## src/rtl/vol_ind_pkg.sv

```systemverilog
// Shared types and helpers for the volume indicator: FSM states, the
// magnitude saturator, the thermometer encoder and the per-LED level step.
package vol_ind_pkg;

   localparam int VI_SAMPLE_W = 16;
   localparam int VI_NUM_LEDS = 8;
   localparam int STEP        = (2 ** (VI_SAMPLE_W - 1)) / VI_NUM_LEDS;

   typedef enum logic [0:0] {
      ACCUM  = 1'b0,
      UPDATE = 1'b1
   } state_t;

   // |s| for a two's complement sample; the most negative code clips to full scale
   function automatic logic [VI_SAMPLE_W-2:0] abs_sat(input logic [VI_SAMPLE_W-1:0] s);
      logic [VI_SAMPLE_W-1:0] neg;
      neg = ~s + VI_SAMPLE_W'(1);
      if (s[VI_SAMPLE_W-1] == 1'b0) begin
         return s[VI_SAMPLE_W-2:0];
      end else if (s == {1'b1, {(VI_SAMPLE_W-1){1'b0}}}) begin
         return {(VI_SAMPLE_W-1){1'b1}};
      end else begin
         return neg[VI_SAMPLE_W-2:0];
      end
   endfunction

   function automatic logic [VI_NUM_LEDS-1:0] to_thermo(input int n);
      logic [VI_NUM_LEDS-1:0] t;
      t = '0;
      for (int i = 0; i < VI_NUM_LEDS; i++) begin
         t[i] = (i < n);
      end
      return t;
   endfunction

endpackage

```

## src/rtl/volume_bar_decoder.sv

```systemverilog
// Turns each window mean into a lit-LED count, applies peak-hold with
// windowed decay, and registers level, level_valid and the LED bar.
module volume_bar_decoder
   import vol_ind_pkg::*;
#(
   parameter int SAMPLE_W      = 16,
   parameter int NUM_LEDS      = 8,
   parameter int DECAY_WINDOWS = 4
) (
   input  logic                clk,
   input  logic                reset_n,
   input  logic                upd,
   input  logic [SAMPLE_W-1:0] mean,
   output logic [SAMPLE_W-1:0] level,
   output logic                level_valid,
   output logic [NUM_LEDS-1:0] leds
);

   localparam int LIT_W = $clog2(NUM_LEDS + 1);
   localparam int DEC_W = $clog2(DECAY_WINDOWS + 1);

   logic [LIT_W-1:0] held_r;
   logic [DEC_W-1:0] decay_r;
   logic [LIT_W-1:0] lit_s;
   logic [LIT_W-1:0] held_next_s;
   logic [DEC_W-1:0] decay_next_s;

   // Lit count for the new mean and the resulting peak-hold/decay next state
   always_comb begin
      lit_s        = '0;
      held_next_s  = held_r;
      decay_next_s = decay_r;
      for (int i = 0; i < NUM_LEDS; i++) begin
         if ({{(32-SAMPLE_W){1'b0}}, mean} > 32'(i * STEP)) begin
            lit_s = lit_s + LIT_W'(1);
         end else begin
            lit_s = lit_s;
         end
      end
      if (lit_s >= held_r) begin
         held_next_s  = lit_s;
         decay_next_s = '0;
      end else if (decay_r == DEC_W'(DECAY_WINDOWS - 1)) begin
         held_next_s  = held_r - LIT_W'(1);
         decay_next_s = '0;
      end else begin
         held_next_s  = held_r;
         decay_next_s = decay_r + DEC_W'(1);
      end
   end

   // Output and peak-hold registers, advanced once per completed window
   always_ff @(posedge clk) begin
      if (!reset_n) begin
         level       <= '0;
         level_valid <= 1'b0;
         leds        <= '0;
         held_r      <= '0;
         decay_r     <= '0;
      end else begin
         level_valid <= upd;
         if (upd) begin
            level   <= mean;
            held_r  <= held_next_s;
            decay_r <= decay_next_s;
            leds    <= NUM_LEDS'(to_thermo(int'(held_next_s)));
         end
      end
   end

endmodule

```

## src/rtl/volume_indicator.sv

```systemverilog
// Windowed mean-magnitude volume meter: accumulates |sample| over 2^LOG2_WIN
// accepted samples and hands each window mean to the LED bar decoder.
module volume_indicator
   import vol_ind_pkg::*;
#(
   parameter int SAMPLE_W      = 16,
   parameter int LOG2_WIN      = 8,
   parameter int NUM_LEDS      = 8,
   parameter int DECAY_WINDOWS = 4
) (
   input  logic                clk,
   input  logic                reset_n,
   input  logic                enable,
   input  logic                sample_valid,
   input  logic [SAMPLE_W-1:0] audio_in,
   output logic [SAMPLE_W-1:0] level,
   output logic                level_valid,
   output logic [NUM_LEDS-1:0] leds
);

   localparam int ACC_W = SAMPLE_W - 1 + LOG2_WIN;

   state_t              state_r;
   logic [ACC_W-1:0]    acc_r;
   logic [LOG2_WIN-1:0] cnt_r;
   logic [SAMPLE_W-1:0] mean_r;
   logic                upd_r;
   logic                accept_s;
   logic [ACC_W-1:0]    mag_ext_s;

   assign accept_s  = sample_valid & enable;
   assign mag_ext_s = {{LOG2_WIN{1'b0}}, abs_sat(audio_in)};

   // Window FSM; a sample arriving during UPDATE seeds the next window
   always_ff @(posedge clk) begin
      if (!reset_n) begin
         state_r <= ACCUM;
         acc_r   <= '0;
         cnt_r   <= '0;
         mean_r  <= '0;
         upd_r   <= 1'b0;
      end else begin
         upd_r <= 1'b0;
         case (state_r)
            ACCUM: begin
               if (accept_s) begin
                  acc_r <= acc_r + mag_ext_s;
                  cnt_r <= cnt_r + LOG2_WIN'(1);
                  if (cnt_r == {LOG2_WIN{1'b1}}) begin
                     state_r <= UPDATE;
                  end
               end
            end
            UPDATE: begin
               mean_r  <= {1'b0, acc_r[ACC_W-1 -: (SAMPLE_W-1)]};
               upd_r   <= 1'b1;
               state_r <= ACCUM;
               if (accept_s) begin
                  acc_r <= mag_ext_s;
                  cnt_r <= LOG2_WIN'(1);
               end else begin
                  acc_r <= '0;
                  cnt_r <= '0;
               end
            end
            default: begin
               state_r <= ACCUM;
            end
         endcase
      end
   end

   volume_bar_decoder #(
      .SAMPLE_W      (SAMPLE_W),
      .NUM_LEDS      (NUM_LEDS),
      .DECAY_WINDOWS (DECAY_WINDOWS)
   ) u_bar (
      .clk         (clk),
      .reset_n     (reset_n),
      .upd         (upd_r),
      .mean        (mean_r),
      .level       (level),
      .level_valid (level_valid),
      .leds        (leds)
   );

endmodule

```

## config.mk

```make
export PLATFORM = sky130hd
export DESIGN_NAME = volume_indicator
export DESIGN_NICKNAME = d
export VERILOG_FILES = /design/src/rtl/vol_ind_pkg.sv /design/src/rtl/volume_bar_decoder.sv /design/src/rtl/volume_indicator.sv
export SDC_FILE = /design/constraint.sdc
export NUM_CORES = 1
export LEC_CHECK = 0
export ABC_CLOCK_PERIOD_IN_PS = 11700
export CAP_MARGIN = 20
export CORE_ASPECT_RATIO = 0.8
export CORE_UTILIZATION = 30
export CTS_BUF_LIST = sky130_fd_sc_hd__clkbuf_4
export CTS_CLUSTER_DIAMETER = 100
export DETAILED_ROUTE_END_ITERATION = 8
export DONT_BUFFER_PORTS = 1
export PLACE_DENSITY = 0.54
export SYNTH_ARGS = -nofsm -noshare
export SYNTH_HDL_FRONTEND = slang
export SYNTH_SLANG_ARGS = --single-unit
```

## constraint.sdc

```tcl
create_clock -name clk -period 11.7 [get_ports clk]
set_clock_uncertainty 0.15 [all_clocks]
set_input_delay 0 -clock clk [delete_from_list [all_inputs] [get_ports clk]]
set_output_delay 0 -clock clk [all_outputs]
set_load 0.1 [all_outputs]
```

==> results of run 1 <==
flip-flops by register name, indices dropped and copies added (netlist names):
name               flops
acc_r                 23
u_bar.decay_r          3
mean_r                15
cnt_r                  8
u_bar.held_r           4
u_bar.leds             7
state_r                1
upd_r                  1
u_bar.level           15
u_bar.level_valid      1
placed cells by master, fill, tap and decap left out, types with 9 or more instances in the layout:
master	instances
clkbuf_4	9
ha_1	30
xnor2_1	15
o21a_1	9
nand2_1	65
xor2_1	33
dlygate4sd3_1	35
a21oi_1	41
and3_1	9
nand2b_1	10
nor3_1	14
nand3_1	12
inv_1	18
a31oi_1	19
mux2i_1	33
o21ai_0	20
nor2_1	80
a21o_1	10
nor4_1	10
dfxtp_1	77
cell type report:
type	instances	area share, %
flip-flops and latches	78	26.81
well taps	220	4.722
repair buffers	41	7.126
multi-input cells	506	57.93
clock inverters	7	0.9659
clock buffers	9	1.159
inverters	20	1.288
worst max-delay path, delay by kind of cell (launching register included):
family,cells,cell delay (ns)
simple gates,8,3.12
fa+ha+maj,7,2.45
compound gates,11,2.05
mux,3,0.70
flops,1,0.37
xor+xnor,1,0.32
worst paths after layout:
check	from	end	slack, ns	depth (start not counted)
setup / recovery	mean_r[2]	u_bar.leds[6]	2.43	30
setup reg to reg	mean_r[2]	u_bar.leds[6]	2.43	30
hold reg to reg	cnt_r[7]	state_r	0.32	2
hold / removal	audio_in[13]	acc_r[14]	0.04	5
per-layer routing:
metal	part of all wire (%)	GRT usage, %
met5	0	0
met1	49	19.19
met2	45	23.69
met3	5.3	4.144
met4	0.88	4.018
where the power goes:
group / total (mW) / internal, mW / switching (mW)
Sequential: 0.275 / 0.271 / 0.00407
Combinational: 0.0982 / 0.0454 / 0.0528
Clock: 0.156 / 0.0466 / 0.109
Total: 0.528 / 0.363 / 0.166
stage by stage:
step | power (mW) | std cells | cell area [um2] | setup slack, ns
after global placement | 0.3604 | 829 | 5328 | 3.097
after floorplan | 0.3482 | 644 | 5187 | 3.583
after global routing | 0.5607 | 881 | 5829 | 1.965
after CTS | 0.5370 | 880 | 5802 | 2.617
after detailed placement | 0.3621 | 829 | 5328 | 2.716
final | 0.5285 | 881 | 5829 | 2.434
cells by family after synthesis:
family	share of synthesized area, %
buffers and inverters	4.799
adder cells (fa/ha/maj)	7.622
other	0.07229
XOR/XNOR	8.538
AO/OA/AOI/OAI	19.68
multiplexers	7.236
AND/OR/NAND/NOR	21.95
flip-flops	30.10
==> results.sh, run 1 <==
export IMPL_placementRows=42
export IMPL_cts_buffers=9
export IMPL_antenna_found_initial=0
export IMPL_crit_fanout=12
export IMPL_ant_nets=0
export IMPL_multiInputGateArea_um2=3377
export IMPL_drtIter0Drc=301
export IMPL_relSlewSlack_pct=29.57
export IMPL_clock_latency_ns=0.46
export IMPL_final_max_slew_viol_count=0
export IMPL_cts_buffer_depth=2
export IMPL_yosysTopAreaCellShare_pct=30.10
export IMPL_required_ns=11.93
export IMPL_setup_viol=0
export IMPL_synth_enable_flop_cells=0
export IMPL_yosysTopAreaCell="dfxtp_1"
export IMPL_crit_top_cell="ha_1"
export IMPL_end_kind="flop"
export IMPL_cap_violations=0
export IMPL_synth_cells=644
export IMPL_pin_count=45
export IMPL_hpwlAfterDp_um=8693
export IMPL_ir_drop_v=0.00003816
export IMPL_seq_area_um2=1563
export IMPL_grt_total_usage_pct=14.75
export IMPL_vias=4582
export IMPL_dieArea_um2=17830
export IMPL_cts_hold_buf=35
export IMPL_firstDrtPassIters=5
export IMPL_powerDensity_nw_per_um2=90.66
export IMPL_fmax_ghz=0.1079
export IMPL_cpMaxStageDelayCell="nor4_1"
export IMPL_wirelength_um=12690
export IMPL_critPathKind="reg2reg"
export IMPL_finalWorstPathRequiredPeriod_ns=9.266
export IMPL_synth_most_common_cell="nor2_1"
export IMPL_synth_seq_area_share_pct=30.10
export IMPL_max_slew_worst_pin_slew_ns=1.047
export IMPL_cts_setup_buffers=0
export IMPL_hp_class="in2reg"
export IMPL_overflow=0
export IMPL_grt_max_degree=49
export IMPL_syn_nets=695
export IMPL_synthFlopType="dfxtp_1"
export IMPL_fp_dieH_um=119.6
export IMPL_htree_num_levels=3
export IMPL_syn_area_per_cell_um2=8.055
export IMPL_finalWeightedCongestion=0.8588
export IMPL_path_clk_slew_ns=0.16
export IMPL_p_leak_nw=2.252
export IMPL_grt_pass1_wl_um=21240
export IMPL_cts_tree="yes"
export IMPL_synthArstFlopShare_pct=0
export IMPL_wire_per_inst_um=14.40
export IMPL_drive_gt1_share_pct=5.900
export IMPL_core_um2=16710
export IMPL_yosysWarnings=0
export IMPL_via_per_inst=5.201
export IMPL_status="finished, final reports clean"
export IMPL_ys_seq_elements=78
export IMPL_diodes=0
export IMPL_drc=0
export IMPL_portBuffers=0
export IMPL_synth_cell_area_um2=5187
export IMPL_rsz0062_at_grt="false"
export IMPL_initial_core_util_pct=31.04
export IMPL_final_core_util_pct=34.88
export IMPL_cts_resized=0
export IMPL_hold_viol_final=0
export IMPL_whs_ns=0.04249
export IMPL_finalSetupTns_ns=0
export IMPL_finalCritPeriodShare_pct=79.20
export IMPL_first_global_vias=4381
export IMPL_synth_cell_types=69
export IMPL_synth_area_leaders="dfxtp_1 30%, ha_1 7.2%, mux2i_1 6.4%"
export IMPL_syn_to_final_growth_pct=12.37
export IMPL_fillers=1755
export IMPL_critPathLaunchType="flop"
export IMPL_synth_common_cells="80 x nor2_1, 78 x dfxtp_1, 65 x nand2_1"
export IMPL_arrival_ns=9.49
export IMPL_worst_path_largest_cell_delay_ns=0.84
export IMPL_cts_sinks=78
export IMPL_cts_root_buf="clkbuf_4"
export IMPL_die_x_um=149.0
export IMPL_fin_nets=707
Note: power is estimated with default switching activity, not from simulation.
==> inputs of run 2 (changes only) <==
--- a/config.mk
+++ b/config.mk
@@ -5,7 +5,7 @@
 export SDC_FILE = /design/constraint.sdc
 export NUM_CORES = 1
 export LEC_CHECK = 0
-export ABC_CLOCK_PERIOD_IN_PS = 11700
+export ABC_CLOCK_PERIOD_IN_PS = 7660
 export CAP_MARGIN = 20
 export CORE_ASPECT_RATIO = 0.8
 export CORE_UTILIZATION = 30
@@ -13,7 +13,7 @@
 export CTS_CLUSTER_DIAMETER = 100
 export DETAILED_ROUTE_END_ITERATION = 8
 export DONT_BUFFER_PORTS = 1
-export PLACE_DENSITY = 0.54
+export PLACE_DENSITY = 0.55
 export SYNTH_ARGS = -nofsm -noshare
 export SYNTH_HDL_FRONTEND = slang
 export SYNTH_SLANG_ARGS = --single-unit
==> constraint.sdc (replaced) <==
create_clock -name clk -period 7.66 [get_ports clk]
set_clock_uncertainty 0.15 [all_clocks]
set_input_delay 0 -clock clk [delete_from_list [all_inputs] [get_ports clk]]
set_output_delay 0 -clock clk [all_outputs]
set_load 0.1 [all_outputs]
==> run 2 against run 1 <==
Clock-buffer cell count grew 1. Combinational power is 54% higher. Sequential power up 52%. Utilization is 2.4 points higher. Non-clock buffer count up 28. First-iteration DRC count decreased by 18%. Largest cell class unchanged. Sequential cell count is the same. Final area increased by 7.0%. Hold slack improved by 0.033 ns. Via count is 2.7% higher. Cell count is 3.3% higher. Setup slack worse by 2.2 ns. Critical endpoint unchanged.
==> results.sh, run 2 (synthesis gave the netlist of run 1 again) <==
export IMPL_status="finished, final reports clean"
export IMPL_rrSetupSlack_ns=0.28
export IMPL_grt_total_usage_pct=15.06
export IMPL_overflow=0
export IMPL_seq_area_um2=1575
export IMPL_cts_root_buf="clkbuf_4"
export IMPL_via_per_inst=5.170
export IMPL_ant_nets=0
export IMPL_p_clk_share_pct=28.4
export IMPL_syn_to_final_growth_pct=20.24
export IMPL_path_clk_slew_ns=0.13
export IMPL_cts_tree="yes"
export IMPL_cp_endpoint="u_bar.leds[6]"
export IMPL_power_switching_mw=0.2398
export IMPL_p_leak_nw=2.381
export IMPL_holdPathStages=3
export IMPL_end_kind="flop"
export IMPL_arrival_ns=7.60
export IMPL_critPathKind="reg2reg"
export IMPL_wirelength_um=12980
export IMPL_finalWeightedCongestion=0.8948
export IMPL_finalWorstPathRequiredPeriod_ns=7.383
export IMPL_p_comb_share_pct=18.9
export IMPL_wire_per_inst_um=14.26
export IMPL_firstDrtPassIters=6
export IMPL_hold_viol_final=0
export IMPL_final_core_util_pct=37.32
export IMPL_fp_dieH_um=119.6
export IMPL_initial_core_util_pct=31.04
export IMPL_cpMaxStageDelayCell="or4_4"
export IMPL_fillers=1739
export IMPL_antenna_found_initial=1
export IMPL_reg2reg_to="u_bar.leds[6]"
export IMPL_cts_buffer_depth=2
export IMPL_r2r_start="mean_r[3]"
export IMPL_final_cell_mix="79 x nor2_1, 69 x dfxtp_1, 65 x nand2_1"
export IMPL_swShare_pct=30.12
export IMPL_drtIter0Drc=248
export IMPL_crit_fanout=7
export IMPL_clock_latency_ns=0.45
export IMPL_hpwlAfterDp_um=8843
export IMPL_fmax_ghz=0.1354
export IMPL_internal_power_mw=0.5565
export IMPL_relSlewSlack_pct=29.49
export IMPL_drive_gt1_share_pct=13.50
export IMPL_cp_startpoint="mean_r[3]"
export IMPL_drc=0
export IMPL_htree_num_levels=3
export IMPL_layout_commonest_cell="nor2_1"
export IMPL_cts_buffers=9
export IMPL_vias=4705
export IMPL_top_regs="acc_r x23, mean_r x15, u_bar.level x15"
export IMPL_ir_drop_v=0.00005056
export IMPL_core_um2=16710
export IMPL_required_ns=7.88
export IMPL_portBuffers=0
export IMPL_powerDensity_nw_per_um2=127.7
export IMPL_pwr_share_seq_pct=52.6
export IMPL_fin_nets=735
export IMPL_pin_count=45
export IMPL_die_x_um=149.0
export IMPL_multiInputGateArea_um2=3567
export IMPL_cts_sinks=78
export IMPL_placementRows=42
export IMPL_dieArea_um2=17830
export IMPL_regMostFlops="acc_r"
export IMPL_grt_pass1_wl_um=21750
export IMPL_grt_max_degree=52
export IMPL_cap_violations=0
export IMPL_first_global_vias=4566
export IMPL_r2r_cells=30
export IMPL_stdcell_count=910
export IMPL_finalCritPeriodShare_pct=96.39
export IMPL_setup_viol=0
export IMPL_max_slew_worst_pin_slew_ns=1.058
export IMPL_worst_path_largest_cell_delay_ns=0.58
export IMPL_final_max_slew_viol_count=0
export IMPL_dp_cells=841
export IMPL_hp_class="in2reg"
export IMPL_largest_register_ffs=23
export IMPL_critPathLaunchType="flop"
## run 2: worst min path at each step
stage | endpoint | startpoint
2_1_floorplan | u_bar.leds[1] | reset_n
3_3_place_gp | acc_r[6] | reset_n
3_5_place_dp | acc_r[6] | reset_n
4_1_cts | acc_r[5] | audio_in[14]
5_1_grt | cnt_r[1] | enable
6_report | cnt_r[1] | enable
## run 2: layout make-up
type,instances,area share [%]
Timing Repair Buffer,69,9.970
Antenna cell,1,0.04012
Multi-Input combinational cell,506,57.19
Inverter,20,1.204
Clock inverter,6,0.7222
Clock buffer,10,1.204
Tap cell,220,4.413
Sequential cell,78,25.26
## run 2: stage by stage
step	power (mW)	hold slack (ns)	setup WS, ns	setup TNS, ns	instance area, um2
after global routing	0.8455	0.09382	-0.09525	-0.5977	6237
after detailed placement	0.5525	-0.02014	-0.1599	-0.6499	5448
after CTS	0.8091	0.03856	0.07087	0	6051
after global placement	0.5496	-0.02759	0.2356	0	5448
final	0.7963	0.07528	0.2766	0	6237
after floorplan	0.5318	-0.007688	0.003696	0	5218
## run 2: worst max-delay path, delay by kind of cell (launching register included)
| kind | cells | cell delay, ns |
|---|---|---|
| multiplexers | 4 | 1.00 |
| flip-flops | 1 | 0.36 |
| AO/OA/AOI/OAI | 12 | 1.89 |
| adder cells (fa/ha/maj) | 6 | 1.71 |
| AND/OR/NAND/NOR | 8 | 2.19 |
## run 2: power groups by stage
stage	Clock (mW)	Sequential, mW	Combinational [mW]
floorplan	0	0.427	0.105
global placement	0	0.429	0.121
detailed placement	0	0.429	0.124
CTS	0.240	0.420	0.149
global route	0.256	0.421	0.169
finish	0.226	0.419	0.151
## run 2: repair_timing
item,in CTS,in global routing
pin swaps,5,27
setup endpoints to repair,9,12
hold buffers,40,0
buffers inserted,3,9
hold endpoints to repair,78,0
resized for setup,12,22
## run 2: layer usage
metal | share of wire [%] | wire [um] | track usage, %
met2 | 47 | 6101 | 25.09
met1 | 48 | 6233 | 18.50
met5 | 0 | 0 | 0
met3 | 3.9 | 501 | 3.916
met4 | 1.1 | 140 | 5.676
